[config.mk]
export PLATFORM = sky130hd
export DESIGN_NAME = uart_csr_bank_flat
export DESIGN_NICKNAME = d
export VERILOG_FILES = /design/src/rtl/uart_csr_pkg.sv /design/src/rtl/uart_csr_bank_if.sv /design/src/rtl/uart_csr_chan.sv /design/src/rtl/uart_csr_bank.sv /design/src/flat_wrapper.sv
export SDC_FILE = /design/constraint.sdc
export NUM_CORES = 1
export LEC_CHECK = 0
export CAP_MARGIN = 10
export CORE_ASPECT_RATIO = 1.4
export CORE_MARGIN = 10
export CORE_UTILIZATION = 45
export CTS_BUF_LIST = sky130_fd_sc_hd__clkbuf_8
export CTS_CLUSTER_SIZE = 8
export DETAILED_ROUTE_END_ITERATION = 10
export PLACE_DENSITY = 0.69
export RECOVER_POWER = 100
export SLEW_MARGIN = 20
export SYNTH_ARGS = -nofsm -noshare
export SYNTH_HDL_FRONTEND = slang
export SYNTH_SLANG_ARGS = --single-unit
[constraint.sdc]
create_clock -name clk -period 1.6 [get_ports clk]
set_clock_uncertainty 0.1 [all_clocks]
set_input_delay 0.4 -clock clk [delete_from_list [all_inputs] [get_ports clk]]
set_output_delay 0.4 -clock clk [all_outputs]
set_load 0.01 [all_outputs]
[src/rtl/uart_csr_pkg.sv]
// Shared definitions for the UART configuration/status register bank.
// Holds the per-channel register offsets, LCR field positions and reset
// value, STATUS bit positions, the LOCK release key and the commit FSM state
// type. Imported by uart_csr_chan and uart_csr_bank.
package uart_csr_pkg;

   // Per-channel register offsets (addr[2:0])
   localparam logic [2:0] OFF_BAUD   = 3'd0;
   localparam logic [2:0] OFF_LCR    = 3'd1;
   localparam logic [2:0] OFF_IER    = 3'd2;
   localparam logic [2:0] OFF_STATUS = 3'd3;
   localparam logic [2:0] OFF_CTRL   = 3'd4;
   localparam logic [2:0] OFF_ACTIVE = 3'd5;
   localparam logic [2:0] OFF_LOCK   = 3'd6;

   // LCR = {stop[1:0], parity_odd, parity_en, dbits[1:0]}
   localparam int unsigned LCR_DBITS_LSB = 0;
   localparam int unsigned LCR_PAR_EN    = 2;
   localparam int unsigned LCR_PAR_ODD   = 3;
   localparam int unsigned LCR_STOP_LSB  = 4;
   localparam logic [5:0]  LCR_RST       = 6'b01_0_0_11;  // 1 stop, no parity, 8 bits

   // STATUS bit positions
   localparam int unsigned ST_PARITY  = 0;
   localparam int unsigned ST_FRAME   = 1;
   localparam int unsigned ST_OVERRUN = 2;
   localparam int unsigned ST_PENDING = 3;

   // Only this exact word clears LOCK
   localparam logic [31:0] LOCK_KEY = 32'h0000_5A00;

   typedef enum logic [0:0] {StIdle, StPending} commit_state_e;

endpackage

[src/rtl/uart_csr_bank_if.sv]
// Host register bus for uart_csr_bank.
// Ports/signals: wr_en, rd_en (single-cycle strobes), addr[ADDR_W-1:0]
// ({channel, reg offset}), wr_data[31:0]; rd_data[31:0] and rd_valid are
// returned by the bank one cycle after rd_en.
// Modports: master (host side), slave (register bank side).
interface uart_csr_bank_if #(
   parameter int unsigned ADDR_W = 5
) ();
   logic              wr_en;
   logic              rd_en;
   logic [ADDR_W-1:0] addr;
   logic [31:0]       wr_data;
   logic [31:0]       rd_data;
   logic              rd_valid;

   modport master (output wr_en, rd_en, addr, wr_data, input rd_data, rd_valid);
   modport slave  (input wr_en, rd_en, addr, wr_data, output rd_data, rd_valid);
endinterface

[src/rtl/uart_csr_chan.sv]
// One UART channel's register set: shadow and active baud divisor / LCR,
// IER, sticky STATUS, commit FSM (idle/pending) and registered irq.
// Ports: clk, rst_n (async, active-low); wr_en (already decoded for this
// channel), offset[2:0], wr_data[31:0]; ch_busy blocks commit; ev_parity,
// ev_frame, ev_overrun event pulses; rd_word (combinational read word for
// offset); baud_div/lcr active config; irq.
// Optional feature: UART_CSR_LOCK_EN adds a per-channel LOCK register.
module uart_csr_chan
   import uart_csr_pkg::*;
#(
   parameter logic [15:0] RST_DIV = 16'd27
) (
   input  logic        clk,
   input  logic        rst_n,
   input  logic        wr_en,
   input  logic [2:0]  offset,
   input  logic [31:0] wr_data,
   input  logic        ch_busy,
   input  logic        ev_parity,
   input  logic        ev_frame,
   input  logic        ev_overrun,
   output logic [31:0] rd_word,
   output logic [15:0] baud_div,
   output logic [5:0]  lcr,
   output logic        irq
);

   commit_state_e state_q;
   logic [15:0]   shadow_div_q, shadow_div_d, div_q;
   logic [5:0]    shadow_lcr_q, shadow_lcr_d, lcr_q;
   logic [2:0]    ier_q, ier_d;
   logic [2:0]    status_q, status_d;
   logic [2:0]    w1c;
   logic          irq_q;
   logic          commit_req;
   logic          cfg_wr_ok;

`ifdef UART_CSR_LOCK_EN
   logic lock_q, lock_d;

   assign cfg_wr_ok = ~lock_q;

   always_comb begin
      lock_d = lock_q;
      if (wr_en && offset == OFF_LOCK) begin
         if (wr_data == LOCK_KEY)  lock_d = 1'b0;
         else if (wr_data[0])      lock_d = 1'b1;
      end
   end

   always_ff @(posedge clk or negedge rst_n) begin
      if (!rst_n) lock_q <= 1'b0;
      else        lock_q <= lock_d;
   end
`else
   logic unused_wr_hi;

   assign cfg_wr_ok    = 1'b1;
   assign unused_wr_hi = ^wr_data[31:16];
`endif

   always_comb begin
      shadow_div_d = shadow_div_q;
      shadow_lcr_d = shadow_lcr_q;
      ier_d        = ier_q;
      w1c          = 3'b000;
      commit_req   = 1'b0;
      if (wr_en) begin
         case (offset)
            OFF_BAUD:   if (cfg_wr_ok) shadow_div_d = (wr_data[15:0] == 16'd0) ? 16'd1
                                                                               : wr_data[15:0];
            OFF_LCR:    if (cfg_wr_ok) shadow_lcr_d = wr_data[5:0];
            OFF_IER:    ier_d = wr_data[2:0];
            OFF_STATUS: w1c = wr_data[2:0];
            OFF_CTRL:   commit_req = wr_data[0] & cfg_wr_ok;
            default:    ;
         endcase
      end
      // A new event in the same cycle as its W1C keeps the bit set
      status_d = (status_q & ~w1c) | {ev_overrun, ev_frame, ev_parity};
   end

   always_ff @(posedge clk or negedge rst_n) begin
      if (!rst_n) begin
         shadow_div_q <= RST_DIV;
         shadow_lcr_q <= LCR_RST;
         ier_q        <= 3'b000;
         status_q     <= 3'b000;
         irq_q        <= 1'b0;
      end else begin
         shadow_div_q <= shadow_div_d;
         shadow_lcr_q <= shadow_lcr_d;
         ier_q        <= ier_d;
         status_q     <= status_d;
         irq_q        <= |(status_q & ier_q);
      end
   end

   // Commit FSM; applies the next-shadow value so a same-cycle shadow write wins
   always_ff @(posedge clk or negedge rst_n) begin
      if (!rst_n) begin
         state_q <= StIdle;
         div_q   <= RST_DIV;
         lcr_q   <= LCR_RST;
      end else begin
         case (state_q)
            StIdle: if (commit_req) state_q <= StPending;
            StPending: begin
               if (!ch_busy) begin
                  div_q   <= shadow_div_d;
                  lcr_q   <= shadow_lcr_d;
                  state_q <= StIdle;
               end
            end
            default: state_q <= StIdle;
         endcase
      end
   end

   always_comb begin
      rd_word = 32'd0;
      case (offset)
         OFF_BAUD:   rd_word = {16'd0, shadow_div_q};
         OFF_LCR:    rd_word = {26'd0, shadow_lcr_q};
         OFF_IER:    rd_word = {29'd0, ier_q};
         OFF_STATUS: rd_word = {28'd0, (state_q == StPending), status_q};
         OFF_ACTIVE: rd_word = {10'd0, lcr_q, div_q};
`ifdef UART_CSR_LOCK_EN
         OFF_LOCK:   rd_word = {31'd0, lock_q};
`endif
         default:    rd_word = 32'd0;
      endcase
   end

   assign baud_div = div_q;
   assign lcr      = lcr_q;
   assign irq      = irq_q;

endmodule

[src/rtl/uart_csr_bank.sv]
// Multi-channel UART configuration/status register bank (top).
// Decodes {channel, offset} from the host bus, fans writes out to NUM_CH
// uart_csr_chan instances, muxes and registers read data.
// Ports: clk, rst_n (async, active-low); bus (uart_csr_bank_if.slave:
// wr_en, rd_en, addr, wr_data, rd_data, rd_valid); ch_busy, ev_parity,
// ev_frame, ev_overrun [NUM_CH]; cfg_baud_div [16*NUM_CH]; cfg_lcr [6*NUM_CH];
// irq [NUM_CH]. Channel 0 occupies the least-significant slice of each bus.
// Optional feature: define UART_CSR_LOCK_EN for per-channel LOCK at offset 6.
module uart_csr_bank
   import uart_csr_pkg::*;
#(
   parameter int unsigned NUM_CH   = 4,
   parameter int unsigned CLK_HZ   = 50_000_000,
   parameter int unsigned DEF_BAUD = 115200
) (
   input  logic                 clk,
   input  logic                 rst_n,
   uart_csr_bank_if.slave       bus,
   input  logic [NUM_CH-1:0]    ch_busy,
   input  logic [NUM_CH-1:0]    ev_parity,
   input  logic [NUM_CH-1:0]    ev_frame,
   input  logic [NUM_CH-1:0]    ev_overrun,
   output logic [16*NUM_CH-1:0] cfg_baud_div,
   output logic [6*NUM_CH-1:0]  cfg_lcr,
   output logic [NUM_CH-1:0]    irq
);

   // At least one channel-select bit, so ADDR_W is never below 4
   localparam int unsigned CH_W    = ($clog2(NUM_CH) > 0) ? $clog2(NUM_CH) : 1;
   localparam int unsigned ADDR_W  = CH_W + 3;
   localparam int unsigned DIV_RAW = CLK_HZ / (16 * DEF_BAUD);
   localparam logic [15:0] RST_DIV = (DIV_RAW == 0)     ? 16'd1 :
                                     (DIV_RAW > 65535)  ? 16'hFFFF : 16'(DIV_RAW);

   logic [CH_W-1:0]   ch_idx;
   logic [2:0]        offset;
   logic [NUM_CH-1:0] ch_wr;
   logic [31:0]       ch_rdata [NUM_CH];
   logic [31:0]       rd_mux;
   logic [31:0]       rd_data_q;
   logic              rd_valid_q;

   assign ch_idx = bus.addr[ADDR_W-1:3];
   assign offset = bus.addr[2:0];

   for (genvar i = 0; i < NUM_CH; i++) begin : g_ch
      assign ch_wr[i] = bus.wr_en && (ch_idx == CH_W'(i));

      uart_csr_chan #(
         .RST_DIV (RST_DIV)
      ) u_chan (
         .clk        (clk),
         .rst_n      (rst_n),
         .wr_en      (ch_wr[i]),
         .offset     (offset),
         .wr_data    (bus.wr_data),
         .ch_busy    (ch_busy[i]),
         .ev_parity  (ev_parity[i]),
         .ev_frame   (ev_frame[i]),
         .ev_overrun (ev_overrun[i]),
         .rd_word    (ch_rdata[i]),
         .baud_div   (cfg_baud_div[16*i +: 16]),
         .lcr        (cfg_lcr[6*i +: 6]),
         .irq        (irq[i])
      );
   end

   // Channel indices past NUM_CH match nothing and read 0
   always_comb begin
      rd_mux = 32'd0;
      for (int i = 0; i < NUM_CH; i++) begin
         if (ch_idx == CH_W'(i)) rd_mux = ch_rdata[i];
      end
   end

   always_ff @(posedge clk or negedge rst_n) begin
      if (!rst_n) begin
         rd_data_q  <= 32'd0;
         rd_valid_q <= 1'b0;
      end else begin
         rd_valid_q <= bus.rd_en;
         if (bus.rd_en) rd_data_q <= rd_mux;
      end
   end

   assign bus.rd_data  = rd_data_q;
   assign bus.rd_valid = rd_valid_q;

endmodule
[src/flat_wrapper.sv]
// flat-port wrapper written by rule: the top's interface ports become plain ports
module uart_csr_bank_flat import uart_csr_pkg::*;
#(
   parameter int unsigned NUM_CH   = 4,
   parameter int unsigned CLK_HZ   = 50_000_000,
   parameter int unsigned DEF_BAUD = 115200
)
  (clk, rst_n, ch_busy, ev_parity, ev_frame, ev_overrun, cfg_baud_div, cfg_lcr, irq, bus_wr_en, bus_rd_en, bus_addr, bus_wr_data, bus_rd_data, bus_rd_valid);
  uart_csr_bank_if bus_i ();
  input  logic clk;
  input  logic rst_n;
  input  logic [NUM_CH-1:0] ch_busy;
  input  logic [NUM_CH-1:0] ev_parity;
  input  logic [NUM_CH-1:0] ev_frame;
  input  logic [NUM_CH-1:0] ev_overrun;
  output logic [16*NUM_CH-1:0] cfg_baud_div;
  output logic [6*NUM_CH-1:0] cfg_lcr;
  output logic [NUM_CH-1:0] irq;
  input wire logic [$bits(bus_i.wr_en)-1:0] bus_wr_en;
  input wire logic [$bits(bus_i.rd_en)-1:0] bus_rd_en;
  input wire logic [$bits(bus_i.addr)-1:0] bus_addr;
  input wire logic [$bits(bus_i.wr_data)-1:0] bus_wr_data;
  output wire logic [$bits(bus_i.rd_data)-1:0] bus_rd_data;
  output wire logic [$bits(bus_i.rd_valid)-1:0] bus_rd_valid;
  assign bus_i.wr_en = bus_wr_en;
  assign bus_i.rd_en = bus_rd_en;
  assign bus_i.addr = bus_addr;
  assign bus_i.wr_data = bus_wr_data;
  assign bus_rd_data = bus_i.rd_data;
  assign bus_rd_valid = bus_i.rd_valid;
  uart_csr_bank #(.NUM_CH(NUM_CH), .CLK_HZ(CLK_HZ), .DEF_BAUD(DEF_BAUD)) u_core (.clk(clk), .rst_n(rst_n), .bus(bus_i), .ch_busy(ch_busy), .ev_parity(ev_parity), .ev_frame(ev_frame), .ev_overrun(ev_overrun), .cfg_baud_div(cfg_baud_div), .cfg_lcr(cfg_lcr), .irq(irq));
endmodule
==> impl_metrics.yaml <==
run_status:
  status: "complete, but fails checks"
  violations: "negative setup slack"
clock_tree:
  cts.clk_slew.worst_paths_ns: 0.06
  cts_root_buffer: "clkbuf_8"
  h-tree-depth: 2
  cts_tree: "done"
  cts_buffers: 38
  cts_buffer_depth: 3
  insertion_delay_ns: 0.54
  cts.sinks: 231
floorplan:
  dieArea_um2: 30500
  coreArea_um2: 23400
  start_util_pct: 46.0
  ios: 182
  die_h_um: 203
  die_w_um: 151
  row_count: 66
hold_path:
  hold_class: "primary input to flop"
  holdPathStages: 3
global_route:
  antenna_found_initial: 0
  grt_use_total_pct: 23.4
  grt_max_degree: 62
  grt_pass1_wl_um: 55200
  grt_pass1_vias: 9320
  grt_overflow: 0
yosys:
  postSynthAreaPerCell_um2: 13.2
  synth_area_leaders: "dfrtp_1 (41%), mux2_2 (19%), dfstp_2 (14%)"
  synth.largest_area_cell: "dfrtp_1"
  synth_top_cell_area_share_pct: 40.8
  ys_types: 57
  synth-async-reset-ratio_pct: 100
  synth_seq_area_share_pct: 54.5
  ys_ff_latch: 231
  ys_warn_count: 0
  synth_ff_type: "dfrtp_1"
  synth_cells: 813
  synth_edf_count: 0
  syn_area_um2: 10700
finish:
  num_antenna_cells: 0
  multi_input_area_um2: 4620
  fillCellCount: 1846
  fin_util_pct: 64.1
  design_area_um2: 15000
  drive_gt1_share_pct: 54.8
  seq_area_um2: 5850
  syn_to_final_growth_pct: 39.5
  nets: 1220
timing:
  slew_headroom_pct: 31.6
  finalCriticalPeriod_ns: 1.78
  worst_pin_slew_ns: 1.03
  finalHoldViolCount: 0
  setup_violations: 131
  timing.fmax_ghz: 0.563
  setup_slack_ns: -0.177
  rsz0062_at_grt: "true"
  period_share_pct: 111
  slew_violations: 0
setup_path:
  critPathKind: "flop to output port"
  crit_path_end_kind: "output port"
  crit_top_cell: "buf_6"
  cp_max_fo: 2
  startpoint_type: "flop"
  critPathRequiredTime_ns: 1.10
  critPathSlowestCell: "dfstp_2"
  reg2regPathDepth: 6
  crit_arrival_ns: 1.28
  cp_cell_sequence: "buf_6 > buf_6"
  critPathMaxStageDelay_ns: 0.55
place:
  placed_area_um2: 13700
  dp_hpwl_um: 25000
  portBuffers: 155
  routabilityCongestion: 0.925
drt:
  drt_iter0_drc: 521
  drt_wl_total_um: 36000
  vias: 8416
  dr.pass1.iters: 7
  wire_per_inst_um: 24.1
  antenna_left: 0
  viasPerCell: 5.63
  remaining_drc_errors: 0
power:
  peakVddDrop_v: 0.000636
  p_total_mw: 15.7
  power_density_nw_per_um2: 1050
  leakage_nw: 7.16
run:
  maxCapViolCount: 0
[where the power goes]
group / leakage [nW] / switching [mW] / internal, mW / total [mW]
Sequential: 2.84 / 0.571 / 6.77 / 7.35
Clock: 0.442 / 2.39 / 2.81 / 5.20
Combinational: 3.88 / 1.45 / 1.69 / 3.14
Total: 7.16 / 4.41 / 11.3 / 15.7
[cells in the final DEF (no fill, tap or decap), types with 3 or more instances in the layout]
| cell type | instances |
|---|---|
| dfrtp_1 | 175 |
| buf_4 | 164 |
| mux2_2 | 144 |
| buf_6 | 65 |
| dfstp_2 | 55 |
| mux2_1 | 50 |
| clkbuf_8 | 47 |
| nand2_1 | 40 |
| inv_1 | 39 |
| buf_2 | 37 |
| clkbuf_2 | 33 |
| clkdlybuf4s50_1 | 25 |
| a221oi_1 | 22 |
| buf_12 | 21 |
| a22oi_1 | 19 |
| a21oi_1 | 16 |
| o21ai_0 | 15 |
| a221oi_2 | 13 |
| a21o_1 | 12 |
| nand3_1 | 11 |
| o22ai_1 | 11 |
| mux2i_1 | 11 |
| conb_1 | 10 |
| nor2_2 | 9 |
| nand2b_1 | 8 |
| o31ai_1 | 7 |
| mux4_2 | 7 |
| a211oi_1 | 7 |
| a22oi_2 | 7 |
| clkbuf_1 | 7 |
| dlygate4sd2_1 | 6 |
| nand2_4 | 5 |
| nor3_1 | 5 |
| or4_1 | 5 |
| mux2_4 | 4 |
| a222oi_1 | 4 |
| a22o_1 | 3 |
| nor2_1 | 3 |
| buf_16 | 3 |
| clkbuf_4 | 3 |
[synthesized netlist by cell type, drive strengths merged (4+ instances only)]
master    n
or4       5
a221oi   35
mux2    198
buf      43
mux2i    11
o22ai    12
nor2     14
o31ai     7
nand2b   10
a31oi     5
nand2    46
nor3      6
mux4      7
nor2b     5
o21ai    17
a21oi    16
clkbuf   27
a222oi    4
a211oi    7
nand3    11
inv      23
o221ai    4
a22oi    26
dfrtp   175
a21o     12
dfstp    56
[cells by family after synthesis]
kind of cell,share of synthesized area [%]
AO/OA/AOI/OAI,10.9
buffers and inverters,4.66
flip-flops,54.5
multiplexers,23.9
other,0.0349
AND/OR/NAND/NOR,5.96
[registers in the layout, summed over array words and instances (netlist names), 12 cells and up]
name,flops
u_core.bus.rd_data,22
u_core.g_ch.u_chan.shadow_lcr_q,24
u_core.g_ch.u_chan.status_q,12
u_core.g_ch.u_chan.shadow_div_q,64
u_core.g_ch.u_chan.ier_q,12
u_core.g_ch.u_chan.baud_div,64
u_core.g_ch.u_chan.lcr,24
[metal layers]
layer	up-vias	share of wire, %	GRT usage [%]
li1	3723	-	-
met1	4301	38	26.8
met2	309	52	41.5
met3	83	5.9	4.52
met4	0	3.8	9.17
met5	-	0	0
[worst max-delay path: cells and delay by family, from the launching register on]
| family | cells | cell delay [ns] |
|---|---|---|
| buffers and inverters | 2 | 0.19 |
| flip-flops | 1 | 0.55 |
[worst paths after layout]
| path | from | endpoint | slack [ns] |
|---|---|---|---|
| setup / recovery | u_core.g_ch[2].u_chan.baud_div[0] | cfg_baud_div[32] | -0.18 |
| hold / removal | bus_wr_data[13] | u_core.g_ch[3].u_chan.shadow_div_q[13] | 0.24 |
| setup reg to reg | u_core.g_ch[2].u_chan.baud_div[0] | u_core.bus.rd_data[0] | -0.01 |
| hold reg to reg | u_core.g_ch[2].u_chan.shadow_div_q[7] | u_core.g_ch[2].u_chan.shadow_div_q[7] | 0.42 |
| max in group asynchronous | rst_n | u_core.g_ch[3].u_chan.shadow_div_q[4] | 0.02 |
| min in group asynchronous | rst_n | u_core.g_ch[1].u_chan.status_q[0] | 0.46 |
[layout make-up]
| type | instances | area share [%] |
|---|---|---|
| Multi-Input combinational cell | 498 | 30.8 |
| Timing Repair Buffer | 371 | 21.9 |
| Inverter | 23 | 0.576 |
| Clock inverter | 20 | 0.760 |
| Clock buffer | 47 | 4.32 |
| Tap cell | 306 | 2.55 |
| Sequential cell | 231 | 39.0 |
[timing repair]
item,4_1_cts,5_1_grt
cloned,4,1
pin swaps,9,18
hold buffers,1,0
setup endpoints to repair,325,145
buffers inserted,67,17
endpoints found under the hold margin,108,0
resized for setup,552,54
[per-stage QoR]
stage               setup WS (ns)  instances  setup TNS (ns)  hold WS [ns]
floorplan                  -0.329        822          -22.38       0.00441
global placement            -1.06       1340         -161.80         0.198
detailed placement          -1.02       1340         -168.36         0.196
CTS                        -0.184       1479           -3.83         0.220
global route               -0.216       1496          -27.56         0.234
finish                     -0.177       1496           -9.60         0.240
(Power assumes the default switching activity.)
